`config.mk`:
```
export PLATFORM = sky130hd
export DESIGN_NAME = check_channel
export DESIGN_NICKNAME = d
export VERILOG_FILES = /design/src/rtl/check_channel.sv
export SDC_FILE = /design/constraint.sdc
export NUM_CORES = 1
export LEC_CHECK = 0
export CORE_ASPECT_RATIO = 1.1
export CORE_MARGIN = 2
export CORE_UTILIZATION = 17
export DETAILED_ROUTE_END_ITERATION = 10
export PLACE_DENSITY = 0.84
export SLEW_MARGIN = 10
export SYNTH_ARGS = -nofsm -noshare
export SYNTH_HDL_FRONTEND = slang
export SYNTH_SLANG_ARGS = --single-unit
```
`constraint.sdc`:
```
create_clock -name vclk -period 1.4
set_input_delay 0.28 -clock vclk [all_inputs]
set_output_delay 0.28 -clock vclk [all_outputs]
set_load 0.02 [all_outputs]
```
`src/rtl/check_channel.sv`:
```
// Masked equality compare for one check channel; mask bit 0 marks a don't-care bit.
module check_channel #(
    parameter int WIDTH = 32
) (
    input  logic [WIDTH-1:0] dut,
    input  logic [WIDTH-1:0] expd,
    input  logic [WIDTH-1:0] mask,
    output logic             fail
);

    assign fail = |((dut ^ expd) & mask);

endmodule

```
==> qor.yml, run 1 <==
yosys:
  synth_top_area_share: 0.647
  postSynthAreaPerCell_sq_um: 8.17
  synth_area_leaders: "xor2_1 65%, a22oi_1 28%, nand4_1 5.8%, or4_1 1.7%"
  synth_xor_xnor_area_share: 0.647
  synth_nets: 149
  netlist_area_sq_um: 433
  synthAdderAreaFrac: 0
  synth_warnings: 0
  synthMuxAreaShare: 0
  synth_largest_area_cell: "xor2_1"
  synthSimpleGateAreaFrac: 0.0751
  synth_cell_types: 4
  netlist_instances: 53
  ys_seq_area_frac: 0
  synth_compound_area_frac: 0.277
  synth_top_family_by_area: "XOR/XNOR gates"
min_path:
  min_from: "mask[22]"
  worstHoldPathType: "in2out"
routing:
  drt_iter0_markers: 5
  antenna_left: 0
  wl_per_cell_um: 11.6
  vias: 779
  first_pass_iters: 4
  wl_mm: 2.11
  viasPerCell: 4.30
  drcViolationCount: 0
placed_design:
  dp_cells: 181
  placed_area_sq_um: 1450
  io_buffers: 97
  finalWeightedCongestion: 0.642
  dp_hpwl_mm: 1.92
finish:
  fin_cells: 181
  antenna_cells: 0
  fillCellCount: 264
  register_area_sq_um: 0
  fin_nets: 248
  layout-area-overhead-vs-synth_pct: 181
  drive_gt1_frac: 0.353
  fin_area_sq_um: 1210
  seq_cells: 0
  nClkBuffers: 0
sta:
  finalSetupTns_ps: -412
  finalHoldViolCount: 0
  layout_setup_ws_ps: -412
  timing.slew.headroom: 0.873
  tightest_slew_ps: 190
  setup_viol: 1
  fmax_mhz: 552
  maxSlewViolCount: 0
  period_needed_ps: 1810
  period_share: 1.29
  rsz0062_at_grt: "yes"
grt:
  grt_util_all_layers: 0.135
  antenna_found_initial: 0
  grt_max_degree: 2
  grt_pass1_vias: 835
  overflow: 0
  grt_pass1_wl_mm: 3.24
clock_tree:
  post-cts-setup-buffer-count: 0
  hold_buffers: 0
run:
  cap_violations: 0
floorplanning:
  die_area_sq_um: 2970
  dieHeight_um: 56.9
  coreArea_sq_um: 2450
  core.rowCount: 19
  dieWidth_um: 52.1
  start_util: 0.177
  io_pins: 97
worst_setup_path:
  cp.arrival_ps: 1530
  critPathMaxFanout: 1
  path_class: "in2out"
  end_kind: "primary output"
  cp.required_ps: 1120
  cp-start-kind: "input pin"
  setup.worst_path.start: "expd[21]"
outcome:
  violations: "setup timing"
  status: "finished with violations"
pwr:
  power_leakage_nw: 0.633
  power_density_nw_per_um2: 247
  ir_drop_uv: 130
routing by layer:
layer,wire length [um],vias up,GRT usage
li1,-,395,-
met1,684,319,0.144
met2,1040,65,0.271
met3,379,0,0.0346
met4,0,0,0
met5,0,-,0
critical path: stages:
cell and delay [ps]:
clkdlybuf4s15_1 180, xor2_1 140, a22oi_1 130, nand4_1 110
or4_4 540, buf_6 150
final cells by class:
cell class / instances / area, sq um / share of cell area
multi-input combinational: 53 / 452 / 0.372
tap: 31 / 38.8 / 0.0319
timing repair buffer: 97 / 724 / 0.596
where the power goes:
group / total [mW] / internal [mW] / switching, mW
Combinational: 0.300 / 0.197 / 0.102
Clock: 0 / 0 / 0
Sequential: 0 / 0 / 0
cells by family (layout without fill, tap and decap cells):
logic type	count (synthesis)	after routing
XOR/XNOR	32	32
AO/OA/AOI/OAI	16	16
AND/OR/NAND/NOR	5	5
buffers and inverters	0	97
through the flow:
step / setup slack (ps) / power, mW / hold WS (ps) / util
finish: -412 / 0.300 / 1100 / 0.496
global route: -472 / 0.332 / 1160 / 0.496
CTS: -426 / 0.310 / 1120 / 0.521
detailed placement: -1150 / 0.397 / 1860 / 0.591
global placement: -1140 / 0.392 / 1870 / 0.591
floorplan: -134 / 0.0975 / 805 / -
cells in the mapped netlist:
cell type,n
xor2_1,32
a22oi_1,16
nand4_1,4
or4_1,1
cells in the final DEF, fill, tap and decap left out:
cell type,n
nand4_1,4
buf_6,6
xor2_1,32
a22oi_1,13
a22oi_2,3
dlygate4sd2_1,31
clkbuf_2,16
or4_4,1
clkdlybuf4s15_1,17
buf_2,27
repair_timing:
item	in CTS	in global routing
endpoints found under the setup margin	1	1
resized for setup	216	24
pin swaps	53	17
worst paths after layout:
kind,end,slack [ps],cells after the start
worst max-delay path,fail,-410,6
worst min-delay path,fail,1100,5
No activity file was read; power rests on OpenSTA's default activity.
==> run 2, diff against run 1 <==
CORE_UTILIZATION = 18   (was 17)
PLACE_DENSITY = 0.85   (was 0.84)
clock period = 2 ns   (was 1.4 ns; I/O delays follow)
==> run 2 against run 1 <==
Effect of this change:
- sequential share of layout area stayed put
- flip-flop and latch count stayed put
- critical path depth stayed put
- via count is 2.8% higher
- hold slack better by 240 ps
- worst setup slack better by 340 ps
- critical endpoint unchanged
- the flow still finishes with violations (setup timing)
- combinational power is 29% lower
- final area is 0.72% lower
- count of clock-buffer cells in the layout stayed put
==> qor.yml, run 2 (synthesis results as in run 1) <==
routing:
  wl_mm: 2.44  # was 2.11 mm
  viasPerCell: 4.45  # was 4.30
  m1WireLength_um: 656  # was 684 um
  wl_met3_um: 292  # was 379 um
  wl_per_cell_um: 13.6  # was 11.6 um
  vias: 801  # was 779
  drt_iter0_markers: 3  # was 5
  routed-wl-met2_mm: 1.49  # was 1.04 mm
  drcViolationCount: 0  # unchanged
  topRoutingLayerUsed: "met4"  # was met3
  first_pass_iters: 4  # unchanged
  antenna_left: 0  # unchanged
placed_design:
  dp_hpwl_mm: 2.27  # was 1.92 mm
  finalWeightedCongestion: 0.708  # was 0.642
  dp_cells: 180  # was 181
  io_buffers: 97  # unchanged
sta:
  timing.slew.headroom: 0.878  # was 0.873
  maxSlewViolCount: 0  # unchanged
  period_share: 1.04
  period_needed_ps: 2080
  setup_viol: 1  # unchanged
  layout_setup_ws_ps: -76.3  # was -412 ps
  fmax_mhz: 482
  finalHoldViolCount: 0  # unchanged
  tightest_slew_ps: 182  # was 190 ps
  rsz0062_at_grt: "yes"  # unchanged
  finalSetupTns_ps: -76.3  # was -412 ps
finish:
  seq_cells: 0  # unchanged
  antenna_cells: 0  # unchanged
  nClkBuffers: 0  # unchanged
  layout_commonest_cell: "dlygate4sd2_1"  # was xor2_1
  register_area_sq_um: 0  # unchanged
  layout-area-overhead-vs-synth_pct: 179  # was 181%
  drive_gt1_frac: 0.360  # was 0.353
  layout_common_cells: "38 x dlygate4sd2_1, 31 x buf_2, 30 x xor2_1, 14 x clkbuf_2, 13 x a22oi_1"  # was 32 x xor2_1, 31 x dlygate4sd2_1, 27 x buf_2, 17 x clkdlybuf4s15_1, 16 x clkbuf_2
  fin_nets: 248  # unchanged
  fin_cells: 180  # was 181
floorplanning:
  dieWidth_um: 50.8  # was 52.1 um
  core.rowCount: 18  # was 19
  dieHeight_um: 55.4  # was 56.9 um
  io_pins: 97  # unchanged
  start_util: 0.190  # was 0.177
  die_area_sq_um: 2810  # was 2970 sq um
  coreArea_sq_um: 2270  # was 2450 sq um
pwr:
  p_int_mw: 0.135  # was 0.197 mW
  power_density_nw_per_um2: 177  # was 247 nW/um^2
  power_leakage_nw: 0.634  # was 0.633 nW
  p_clk_frac: 0  # about the same
  comb_power_share: 1.000  # about the same
  netSwitchingPower_mw: 0.0777  # was 0.102 mW
  ir_drop_uv: 78.5  # was 130 uV
  p_total_mw: 0.213  # was 0.300 mW
  switching_share: 0.365  # was 0.341
  seqPwrFrac: 0  # about the same
worst_setup_path:
  end_kind: "primary output"  # unchanged
  cp.required_ps: 1600  # was 1120 ps
  setup.worst_path.start: "dut[23]"  # was expd[21]
  cp.arrival_ps: 1680  # was 1530 ps
  path_class: "in2out"  # unchanged
  critPathMaxFanout: 1  # unchanged
  cp-start-kind: "input pin"  # unchanged
grt:
  overflow: 0  # unchanged
  grt_util_all_layers: 0.170  # was 0.135
  grt_max_degree: 2  # unchanged
  grt_pass1_wl_mm: 3.79  # was 3.24 mm
  grt_pass1_vias: 907  # was 835
  antenna_found_initial: 0  # unchanged
clock_tree:
  post-cts-setup-buffer-count: 0  # unchanged
  hold_buffers: 0  # unchanged
min_path:
  worstHoldPathType: "in2out"  # unchanged
  min_from: "mask[14]"  # was mask[22]
outcome:
  violations: "setup timing"  # unchanged
  status: "finished with violations"  # unchanged
run:
  cap_violations: 0  # unchanged
==> run 2: cell types whose count changed in the layout (fill, tap and decap cells not counted) <==
cell             change
xor2_1               -2
buf_6                -3
clkdlybuf4s50_1      +1
dlygate4sd2_1        +7
xor2_2               +2
clkbuf_2             -2
buf_2                +4
clkdlybuf4s15_1      -7
==> run 2: path summary, 6_finish.rpt <==
check | cells past startpoint | end
max | 6 | fail
min | 5 | fail
==> run 2: through the flow <==
| step | util | setup WS (ps) | hold slack [ps] | instance area, sq um |
|---|---|---|---|---|
| final | 0.530 | -76.3 | 1340 | 1210 |
| after global placement | 0.634 | -804 | 2080 | 1440 |
| after global routing | 0.530 | -113 | 1400 | 1210 |
| after detailed placement | 0.634 | -843 | 2100 | 1440 |
| after CTS | 0.556 | -74.5 | 1370 | 1260 |
| after floorplan | - | 162 | 1090 | 433 |
==> run 2: power by group through the flow <==
stage	registers (mW)	clock network, mW	logic, mW
after global routing	0	0	0.232
after floorplan	0	0	0.0678
final	0	0	0.213
after CTS	0	0	0.220
after global placement	0	0	0.273
after detailed placement	0	0	0.281
==> run 2: layout make-up <==
| cell class | instances | area, sq um |
|---|---|---|
| tap | 30 | 37.5 |
| timing repair buffer | 97 | 702 |
| fill | 249 | 1070 |
| multi-input combinational | 53 | 467 |
==> run 2: timing repair <==
item	CTS	global route
pin swaps	48	15
setup endpoints to repair	1	1
gates cloned	0	0
gates resized for setup	214	18
==> run 2: routing by layer <==
metal,vias to the layer above,GRT usage
met1,351,0.134
li1,393,-
met2,55,0.393
met5,-,0
met3,2,0.0459
met4,0,0.00772
==> run 2: worst max-delay path: stages <==
cell and delay, ps:
clkdlybuf4s15_1 190, xor2_1 180, a22oi_2 180, nand4_1 140
or4_4 440, buf_6 150
